==> src/rtl/spi_pkg.sv <==
// SPI slave shared definitions: FSM state encoding
// and default frame/synchronizer parameters.
package spi_pkg;

  typedef enum logic [1:0] {
    IDLE         = 2'd0,
    SHIFT        = 2'd1,
    DONE         = 2'd2,
    WAIT_RELEASE = 2'd3
  } spi_state_e;

  localparam int SPI_WIDTH_DEF       = 32;
  localparam int SPI_SYNC_STAGES_DEF = 2;

endpackage

==> src/rtl/spi_sync.sv <==
// One-bit synchronizer chain plus an edge-detect register
// giving single-cycle rise/fall pulses.
module spi_sync #(
  parameter int   STAGES   = 2,
  parameter logic IDLE_VAL = 1'b0
) (
  input  logic CLK50MHZ,
  input  logic RST,
  input  logic d,
  output logic q,
  output logic rise,
  output logic fall
);

  logic [STAGES-1:0] sync_d, sync_q;
  logic              prev_d, prev_q;

  // shift the pin through the chain; remember last synced level
  always_comb begin
    sync_d[0] = d;
    for (int i = 1; i < STAGES; i++) begin
      sync_d[i] = sync_q[i-1];
    end
    prev_d = sync_q[STAGES-1];
  end

  // synchronizer and edge-detect registers, idle level on reset
  always_ff @(posedge CLK50MHZ) begin
    if (RST) begin
      sync_q <= {STAGES{IDLE_VAL}};
      prev_q <= IDLE_VAL;
    end else begin
      sync_q <= sync_d;
      prev_q <= prev_d;
    end
  end

  assign q    = sync_q[STAGES-1];
  assign rise = q & ~prev_q;
  assign fall = ~q & prev_q;

endmodule

==> src/rtl/spi_slave.sv <==
// Mode-0 SPI slave, oversampled by CLK50MHZ.
// Define SPI_SLAVE_FRAME_ERR_EN to add frame_err/err_cnt.
module spi_slave
  import spi_pkg::*;
#(
  parameter int WIDTH       = SPI_WIDTH_DEF,
  parameter int SYNC_STAGES = SPI_SYNC_STAGES_DEF
) (
  input  logic             CLK50MHZ,
  input  logic             RST,
  input  logic             spi_sck,
  input  logic             spi_cs,
  input  logic             spi_mosi,
  output logic             spi_miso,
  input  logic [WIDTH-1:0] data_in,
  output logic [WIDTH-1:0] data_out,
  output logic             rx_valid,
  output logic             busy
`ifdef SPI_SLAVE_FRAME_ERR_EN
  ,
  output logic             frame_err,
  output logic [7:0]       err_cnt
`endif
);

  localparam int CW = $clog2(WIDTH + 1);
  localparam int SW = $clog2(SYNC_STAGES + 1);

  logic sck_q, sck_rise, sck_fall;
  logic cs_q, cs_rise, cs_fall;
  logic mosi_q, mosi_rise, mosi_fall;

  spi_sync #(.STAGES(SYNC_STAGES), .IDLE_VAL(1'b0)) u_sck (
    .CLK50MHZ(CLK50MHZ), .RST(RST), .d(spi_sck),
    .q(sck_q), .rise(sck_rise), .fall(sck_fall)
  );

  spi_sync #(.STAGES(SYNC_STAGES), .IDLE_VAL(1'b1)) u_cs (
    .CLK50MHZ(CLK50MHZ), .RST(RST), .d(spi_cs),
    .q(cs_q), .rise(cs_rise), .fall(cs_fall)
  );

  spi_sync #(.STAGES(SYNC_STAGES), .IDLE_VAL(1'b0)) u_mosi (
    .CLK50MHZ(CLK50MHZ), .RST(RST), .d(spi_mosi),
    .q(mosi_q), .rise(mosi_rise), .fall(mosi_fall)
  );

  spi_state_e       state_d, state_q;
  logic [WIDTH-1:0] shreg_d, shreg_q;
  logic [CW-1:0]    bit_cnt_d, bit_cnt_q;
  logic [WIDTH-1:0] data_out_d, data_out_q;
  logic             rx_valid_d, rx_valid_q;
  logic             miso_d, miso_q;
  logic [SW-1:0]    settle_d, settle_q;
  logic             armed_d, armed_q;
`ifdef SPI_SLAVE_FRAME_ERR_EN
  logic             frame_err_d, frame_err_q;
  logic [7:0]       err_cnt_d, err_cnt_q;
`endif

  // arm frame start only once cs is seen high after the
  // reset-value flush of the synchronizer has completed
  always_comb begin
    settle_d = settle_q;
    if (settle_q != SW'(SYNC_STAGES)) begin
      settle_d = settle_q + SW'(1);
    end
    armed_d = armed_q |
              ((settle_q == SW'(SYNC_STAGES)) & cs_q);
  end

  // frame FSM next-state and datapath
  always_comb begin
    state_d    = state_q;
    shreg_d    = shreg_q;
    bit_cnt_d  = bit_cnt_q;
    data_out_d = data_out_q;
    rx_valid_d = 1'b0;
    miso_d     = miso_q;
`ifdef SPI_SLAVE_FRAME_ERR_EN
    frame_err_d = 1'b0;
    err_cnt_d   = err_cnt_q;
`endif
    unique case (state_q)
      IDLE: begin
        miso_d = 1'b0;
        if (cs_fall && armed_q) begin
          shreg_d   = data_in;
          bit_cnt_d = '0;
          miso_d    = data_in[WIDTH-1];
          state_d   = SHIFT;
        end
      end
      SHIFT: begin
        if (bit_cnt_q == CW'(WIDTH)) begin
          data_out_d = shreg_q;
          rx_valid_d = 1'b1;
          miso_d     = 1'b0;
          state_d    = DONE;
        end else if (cs_rise) begin
          miso_d  = 1'b0;
          state_d = IDLE;
`ifdef SPI_SLAVE_FRAME_ERR_EN
          frame_err_d = 1'b1;
          if (err_cnt_q != 8'hFF) begin
            err_cnt_d = err_cnt_q + 8'd1;
          end
`endif
        end else if (sck_rise) begin
          shreg_d   = {shreg_q[WIDTH-2:0], mosi_q};
          bit_cnt_d = bit_cnt_q + CW'(1);
        end else if (sck_fall) begin
          miso_d = shreg_q[WIDTH-1];
        end
      end
      DONE: begin
        miso_d  = 1'b0;
        state_d = WAIT_RELEASE;
      end
      WAIT_RELEASE: begin
        miso_d = 1'b0;
        if (cs_q) begin
          state_d = IDLE;
        end
      end
      default: begin
        miso_d  = 1'b0;
        state_d = IDLE;
      end
    endcase
  end

  // state and registered outputs
  always_ff @(posedge CLK50MHZ) begin
    if (RST) begin
      state_q    <= IDLE;
      shreg_q    <= '0;
      bit_cnt_q  <= '0;
      data_out_q <= '0;
      rx_valid_q <= 1'b0;
      miso_q     <= 1'b0;
      settle_q   <= '0;
      armed_q    <= 1'b0;
`ifdef SPI_SLAVE_FRAME_ERR_EN
      frame_err_q <= 1'b0;
      err_cnt_q   <= 8'd0;
`endif
    end else begin
      state_q    <= state_d;
      shreg_q    <= shreg_d;
      bit_cnt_q  <= bit_cnt_d;
      data_out_q <= data_out_d;
      rx_valid_q <= rx_valid_d;
      miso_q     <= miso_d;
      settle_q   <= settle_d;
      armed_q    <= armed_d;
`ifdef SPI_SLAVE_FRAME_ERR_EN
      frame_err_q <= frame_err_d;
      err_cnt_q   <= err_cnt_d;
`endif
    end
  end

  assign spi_miso = miso_q;
  assign data_out = data_out_q;
  assign rx_valid = rx_valid_q;
  assign busy     = (state_q != IDLE);
`ifdef SPI_SLAVE_FRAME_ERR_EN
  assign frame_err = frame_err_q;
  assign err_cnt   = err_cnt_q;
`endif

endmodule
==> config.mk <==
export PLATFORM = sky130hd
export DESIGN_NAME = spi_slave
export DESIGN_NICKNAME = d
export VERILOG_FILES = /design/src/rtl/spi_pkg.sv /design/src/rtl/spi_sync.sv /design/src/rtl/spi_slave.sv
export SDC_FILE = /design/constraint.sdc
export NUM_CORES = 1
export LEC_CHECK = 0
export BUFFER_PORTS_ARGS = -buffer_cell sky130_fd_sc_hd__clkbuf_2
export CAP_MARGIN = 15
export CORE_ASPECT_RATIO = 1.5
export CORE_UTILIZATION = 32
export CTS_BUF_LIST = sky130_fd_sc_hd__clkbuf_16
export CTS_CLUSTER_DIAMETER = 30
export DETAILED_ROUTE_END_ITERATION = 16
export SETUP_SLACK_MARGIN = 0.4
export SYNTH_ARGS = -nofsm -noshare
export SYNTH_HDL_FRONTEND = slang
export SYNTH_SLANG_ARGS = --single-unit
==> constraint.sdc <==
create_clock -name CLK50MHZ -period 1.8 [get_ports CLK50MHZ]
set_clock_uncertainty 0.15 [all_clocks]
set_input_delay 0.09 -clock CLK50MHZ [delete_from_list [all_inputs] [get_ports CLK50MHZ]]
set_output_delay 0.09 -clock CLK50MHZ [all_outputs]
set_load 0.02 [all_outputs]
=== Word-level counts from Yosys, hierarchy flattened ===
Cells that the tools add are included.
W data, S select, Z words.

* Input port bits: 37
* Flip-flop bits (word level): 85
* Output and inout port bits: 35

* Multiplexer cells: 22
* Eq/ne operators: 14
* $add $sub $neg: 2
* Reductions and logical operators: 10
* Bitwise operators: 11

{| class="wikitable"
|+ Operators by type and width
! kind !! count
|-
| $mux W32 || 4
|-
| $pmux W32 S2 || 1
|-
| $mux W6 || 4
|-
| $pmux W6 S2 || 1
|-
| $ne A2 B2 Y1 const B || 5
|-
| $mux W2 || 4
|-
| $ne A4 B4 Y1 const B || 2
|-
| $pmux W2 S4 || 1
|-
| $add A6 B1 Y6 const B || 1
|-
| $eq A2 B2 Y1 const B || 3
|-
| $eq A6 B6 Y1 const B || 1
|-
| $mux W1 || 6
|-
| $and A1 B1 Y1 || 5
|-
| $not A1 Y1 || 5
|-
| $reduce_and A5 Y1 || 1
|-
| $reduce_and A2 Y1 || 2
|-
| $reduce_bool A2 Y1 || 2
|-
| $reduce_or A2 Y1 || 2
|-
| $ne A3 B3 Y1 const B || 1
|-
| $pmux W1 S3 || 1
|-
| $reduce_and A3 Y1 || 1
|-
| $add A2 B1 Y2 const B || 1
|-
| $eq A2 B1 Y1 const B || 1
|-
| $logic_not A2 Y1 || 1
|-
| 3 further kinds || 3
|}

=== Logic depth before layout (Yosys ltp) ===
Gate-level depths: netlist of the first run.

* Depth after elaboration: 7
* Mapped depth: 9
* Gate-level depth less buffers: 7

=== Cells and area by module ===
A second synthesis of the first run with hierarchy kept.

* Cell total of the unflattened synthesis: 322
* Area total of the unflattened synthesis: 3,527.1 um2

{| class="wikitable"
|+ Modules (own cells, without submodules)
! module !! cells each !! sequential area each (um2) !! instances !! area each (um2)
|-
| spi_slave || 298 || 1,541.5 || 1 || 3,251.9
|-
| spi_sync (u_mosi ...) || 8 || 60.1 || 2 || 91.3
|-
| spi_sync (u_cs) || 8 || 60.1 || 1 || 92.6
|}

=== Worst setup path after synthesis of the first run ===
OpenSTA, ideal clock, no wires.

* Path type: reg2reg
* Start: register bit_cnt_q[0]
* End: register shreg_q[18]
* Buffers on the path: 3
* Stages on the path, launching flop included: 10
* Data arrival time: 1,578 ps
* Period minus slack after synthesis: 1,816 ps
* Slack: -16 ps
* Cells stage by stage: dfxtp_1 > inv_1 > ha_1 > nor2b_1 > nand4_4 > o21a_1 > buf_2 > buf_2 > buf_6 > a311oi_2

* Word-level cells in the longest chain between the ends: 3

{| class="wikitable"
|+ Ends and longest elaborated chain
! element !! line !! RTL
|-
| from (decl) || spi_slave.sv:50 || <nowiki>logic [CW-1:0] bit_cnt_d, bit_cnt_q;</nowiki>
|-
| from (signal assigned) || spi_slave.sv:151 || <nowiki>bit_cnt_q <= bit_cnt_d;</nowiki>
|-
| $eq A6 B6 Y1 || spi_slave.sv:95 || <nowiki>if (bit_cnt_q == CW'(WIDTH)) begin</nowiki>
|-
| $ne A2 B2 Y1 (no source line) || -- ||
|-
| $reduce_and A5 Y1 (no source line) || -- ||
|-
| to (signal assigned) || spi_slave.sv:150 || <nowiki>shreg_q <= shreg_d;</nowiki>
|-
| to (decl) || spi_slave.sv:49 || <nowiki>logic [WIDTH-1:0] shreg_d, shreg_q;</nowiki>
|}

No other way between the ends.
A chain may end at the register's enable or synchronous reset.

=== Worst setup path after layout of the first run ===
* Start: register bit_cnt_q[1]
* End: register bit_cnt_q[2]

* Word-level cells in the longest chain between the ends: 5
* Elaborated cells on any way between the ends: 8

{| class="wikitable"
|+ Ends and longest elaborated chain
! element !! line !! RTL
|-
| $add A6 B1 Y6 || spi_slave.sv:111 || <nowiki>bit_cnt_d = bit_cnt_q + CW'(1);</nowiki>
|-
| $mux W6 || spi_slave.sv:109 || <nowiki>end else if (sck_rise) begin</nowiki>
|-
| $mux W6 || spi_slave.sv:100 || <nowiki>end else if (cs_rise) begin</nowiki>
|-
| $mux W6 || spi_slave.sv:95 ||
|-
| $pmux W6 S2 || spi_slave.sv:84 || <nowiki>unique case (state_q)</nowiki>
|}

Parallel ways exist; a longest one is shown, timed or not. The select of a mux whose other input is x is not followed.

==> results of run 1 <==
layout make-up:
cell class / count / area share
multi-input combinational: 232 / 0.334
sequential: 85 / 0.330
timing repair buffer: 148 / 0.254
inverter: 5 / 0.00362
clock inverter: 7 / 0.00652
clock buffer: 9 / 0.0435
tap: 115 / 0.0278
cell usage in the layout (no fill, tap or decap), types with 10 or more instances in the layout:
cell type / count
a22o_1: 31
a311oi_2: 23
buf_4: 19
clkbuf_16: 16
clkbuf_2: 71
dfxtp_1: 80
dlygate4sd3_1: 35
nand2_1: 69
nor2_1: 26
nor2_2: 11
nor2_4: 10
cell families after synthesis:
family                   synth area share
buffers and inverters              0.0442
flip-flops                          0.518
AO/OA/AOI/OAI                       0.232
adder cells (fa/ha/maj)            0.0114
multiplexers                      0.00609
AND/OR/NAND/NOR                     0.186
XOR/XNOR                          0.00267
power breakdown:
part / switching, W / leakage, nW / internal (W) / total (W)
logic: 0.000251 / 1.29 / 0.000272 / 0.000523
registers: 0.0000545 / 0.688 / 0.00195 / 0.00200
clock network: 0.000725 / 0.133 / 0.000912 / 0.00164
synthesized netlist by cell type, drive strengths merged, types with 2 or more instances:
| cell type | number | area share |
|---|---|---|
| nor3 | 2 | 0.0030 |
| nor2 | 47 | 0.054 |
| nand3 | 4 | 0.0061 |
| a22o | 31 | 0.083 |
| and3 | 2 | 0.0038 |
| nor2b | 7 | 0.013 |
| a311oi | 32 | 0.10 |
| or4 | 2 | 0.0046 |
| or2 | 4 | 0.0076 |
| a21oi | 9 | 0.014 |
| ha | 3 | 0.011 |
| inv | 5 | 0.0057 |
| dfxtp | 85 | 0.52 |
| clkbuf | 15 | 0.017 |
| nand2 | 69 | 0.079 |
| mux2i | 2 | 0.0061 |
| o21ai | 6 | 0.0091 |
| buf | 13 | 0.021 |
layer usage:
layer / share of wire / GRT usage / vias up
met1: 0.42 / 0.191 / 1470
met4: 0.020 / 0.0758 / 0
met3: 0.030 / 0.0321 / 14
met5: 0 / 0 / -
met2: 0.52 / 0.289 / 70
li1: - / - / 1510
per-stage QoR:
stage	power, W	cells	hold WS, ns
final	0.00416	601	0.0163
after global routing	0.00433	601	0.0234
after CTS	0.00411	592	0.0213
after detailed placement	0.00238	531	0.127
after global placement	0.00237	531	0.127
after floorplan	0.00226	350	0.0438
what timing repair did:
item / 4_1_cts / 5_1_grt
resized for setup: 20 / 55
cloned: 3 / 8
setup endpoints to repair: 73 / 74
hold buffers: 35 / 0
setup buffers: 7 / 1
hold endpoints to repair: 36 / 0
pin swaps: 7 / 49
state kept, by name (all words and copies together) (netlist names), named ones only:
register	count
u_mosi.sync_q	2
state_q	1
u_sck.sync_q	2
shreg_q	32
u_cs.prev_q	1
settle_q	2
armed_q	1
data_out	32
u_cs.sync_q	2
spi_miso	1
rx_valid	1
bit_cnt_q	6
u_sck.prev_q	1
path summary, 6_finish.rpt:
kind,start,to,slack [ns],cells past startpoint
setup / recovery,bit_cnt_q[1]$_SDFFE_PP0P_,bit_cnt_q[2]$_SDFFE_PP0P_,-0.008,8
setup reg to reg,bit_cnt_q[1]$_SDFFE_PP0P_,bit_cnt_q[2]$_SDFFE_PP0P_,-0.008,8
hold / removal,RST,bit_cnt_q[4]$_SDFFE_PP0P_,0.02,2
hold reg to reg,u_cs.sync_q[0]$_SDFF_PP1_,u_cs.sync_q[1]$_SDFF_PP1_,0.27,1
==> results.toml, run 1 <==
[route]
wirelength_um = 9600
antenna_left = 0
vias = 3064
via_per_inst = 5.10
first_pass_iters = 10
drt_iter0_drc = 158
wire_per_inst_um = 16.0
drc_errors = 0

[floorplanning]
die_w_um = 84.7
die_h_um = 126
coreArea_um2 = 9850
die_area_um2 = 10700
io_pins = 72
initial_core_util = 0.333
rows = 44

[setup_path]
crit_slowest_cell = "dfxtp_2"
timing.critical_path.buf_inv = 3
path_class = "reg -> reg"
cp_max_fo = 13
setup.worst_path.end_class = "register"
critPathTopFamily = "compound AO/OA/AOI/OAI gates"
cp.arrival_ns = 1.88
cp_slowest_stage_delay_ns = 0.32
cp-start-kind = "register"
critPathRequiredTime_ns = 1.88
crit_chain = "inv_2 -> ha_4 -> nor2b_4 -> nand4_4 -> o21a_4 -> buf_12 -> clkbuf_16 -> a32o_1"

[layout]
nets = 521
syn2layout_area_growth_pct = 57.7
ff_latch_area_um2 = 1710
insertedDiodeCount = 0
fillerInstances = 856
utilization = 0.526
multi_input_area_um2 = 1730
layout-drive-gt1-share = 0.412
final_area_um2 = 5180

[global_route]
grt_pass1_wl_um = 13700
grt_pass1_vias = 2872
grt_remaining_overflow = 0
grt_max_degree = 33
track_usage = 0.165
grt_antenna_before_repair = 0

[clocking]
clk_path_buf_depth = 2
clk-insertion-delay-late_ns = 0.34
cts_sinks = 85
cts_tree = "built"
root_buffer = "clkbuf_16"
clk_pin_slew_worst_paths_ns = 0.06
cts_buffers = 9
htreeDepth = 3

[timing]
worstMarginPinSlew_ns = 0.361
setup_ws_ns = -0.00813
slew_viol_final = 0
slew_headroom = 0.759
fin_crit_sh = 1.00
rsz0062_at_grt = "yes"
min_period_ns = 1.81
setup_tns_ns = -0.00813
clock.fmax_ghz = 0.553
setup_viol = 1
hold_viol = 0

[synth]
ys_ff_latch = 85
syn_area_um2 = 3290
ys_warn_count = 0
ys_seq_area_frac = 0.518
synthFlopType = "dfxtp_1"
syn_nets = 390
synth-edff-count = 0
syn_inst = 350
synthArstFlopShare = 0
yosys.cell_types.count = 37
synth_area_per_cell_um2 = 9.39

[outcome]
violations = "negative setup slack"
outcome = "finished, violations left"

[placed_design]
pre_cts_slack_ns = -0.000601
place_area_um2 = 3920
portBuffers = 71
gp_routability_congestion = 0.756
hpwl_um = 5310

[power]
power.density_nw_per_um2 = 804
leakagePower_nw = 2.11
peakVddDrop_v = 0.000458

[min_path]
hp-class = "in -> reg"

[run]
max_cap_viol_count = 0
Power figures use the tool's default switching activity.
==> run 2: changes to the inputs <==
Settings changed: PLACE_DENSITY_LB_ADDON from default to 0.12.
==> results.toml, run 2 (synthesis gave the netlist of run 1 again) <==
[route]
wl_met2_um = 5070
topRoutingLayerUsed = "met4"
via_per_inst = 5.13
vias = 3088
drc_errors = 0
wire_per_inst_um = 16.1
wirelength_um = 9720
drt_iter0_drc = 137
wl_met3_um = 291
antenna_left = 0
first_pass_iters = 12
drt-met1-wl_um = 4200

[setup_path]
critPathRequiredTime_ns = 1.90
cp.arrival_ns = 1.95
cp_max_fo = 5
path_class = "reg -> reg"
ff2ff_setup_slack_ns = -0.04
setup.worst_path.end_class = "register"
cp-start-kind = "register"

[timing]
rsz0062_at_grt = "yes"
setup_ws_ns = -0.0439
worstMarginPinSlew_ns = 0.337
min_period_ns = 1.84
slew_viol_final = 0
setup_viol = 12
slew_headroom = 0.775
hold_viol = 0
clock.fmax_ghz = 0.542
fin_crit_sh = 1.02
worst_hold_slack_ns = 0.0949

[clocking]
root_buffer = "clkbuf_16"
clk_pin_slew_worst_paths_ns = 0.06
clk-insertion-delay-late_ns = 0.34
cts_tree = "built"
cts_sinks = 85
cts_buffers = 9
clk_path_buf_depth = 2
htreeDepth = 3

[global_route]
track_usage = 0.186
grt_pass1_vias = 3033
grt_antenna_before_repair = 0
grt_remaining_overflow = 0
grt_max_degree = 37
grt_pass1_wl_um = 15300

[power]
leakagePower_nw = 2.12
peakVddDrop_v = 0.000467
power_w = 0.00434
power.density_nw_per_um2 = 826

[layout]
nets = 522
mostFrequentLayoutCell = "dfxtp_1"
utilization = 0.533
insertedDiodeCount = 0
final_cell_mix = "dfxtp_1, clkbuf_2, nand2_1"
final_area_um2 = 5260
layout-drive-gt1-share = 0.417
syn2layout_area_growth_pct = 59.9
fillerInstances = 897

[placed_design]
pre_cts_slack_ns = -0.0669
place_area_um2 = 3920
hpwl_um = 5500
gp_routability_congestion = 0.758
portBuffers = 71

[min_path]
hp-class = "in -> reg"

[outcome]
outcome = "finished, violations left"
violations = "negative setup slack"

[floorplanning]
initial_core_util = 0.333
io_pins = 72
die_h_um = 126
coreArea_um2 = 9850
rows = 44
die_w_um = 84.7
die_area_um2 = 10700

[run]
max_cap_viol_count = 0
[run 2: cell types whose count changed in the layout (fill, tap and decap cells not counted), moves of 2 or more]
cell,change
buf_4,-2
clkbuf_16,-5
a21oi_2,+2
buf_16,+4
a311oi_1,-3
a311oi_2,+3
nor2_2,-2
buf_6,+3
buf_12,+2
[run 2: cell type report]
cell class	instances	area, um^2	area share
inverter	5	18.8	0.00357
tap	115	144	0.0274
timing repair buffer	149	1360	0.258
sequential	85	1710	0.326
clock inverter	7	58.8	0.0112
clock buffer	9	225	0.0429
multi-input combinational	232	1740	0.331
[run 2: where the power goes]
part	leakage [nW]	internal, W	switching (W)
registers	0.689	0.00195	0.0000522
logic	1.29	0.000284	0.000255
clock network	0.147	0.00106	0.000743
total	2.12	0.00329	0.00105
[run 2: per-layer routing]
layer  vias to the layer above  track usage
met5                         -            0
met4                         0       0.0728
met3                        12       0.0347
met2                        60        0.326
met1                      1499        0.222
li1                       1517            -
[run 2: worst paths after layout]
check,start,cells after the start,to
worst max-delay path,register,7,shreg_q[2]$_SDFFE_PP0P_
worst min-delay path,RST,3,u_sck.prev_q$_SDFF_PP0_
worst max register to register,register,7,shreg_q[2]$_SDFFE_PP0P_
worst min register to register,u_cs.sync_q[0]$_SDFF_PP1_,1,u_cs.sync_q[1]$_SDFF_PP1_
[run 2: timing repair]
action,4_1_cts,5_1_grt
hold buffers,35,0
endpoints found under the setup margin,74,75
setup buffers,9,1
gates cloned,9,2
gates resized for setup,40,51
pin swaps,14,13
hold endpoints to repair,36,0
[run 2: worst max-delay path, cell delays in order (launching register included)]
cell	delay (ns)
dfxtp_4	0.37
nand2b_4	0.15
a2111oi_4	0.26
o21a_4	0.24
buf_6	0.14
clkbuf_16	0.15
nor2_1	0.05
a311oi_2	0.23
[run 2: stage by stage]
step,std cells,TNS (ns)
3_3_place_gp,530,0
6_report,602,-0.175
2_1_floorplan,350,0
5_1_grt,602,-2.60
4_1_cts,599,0
3_5_place_dp,530,-0.361
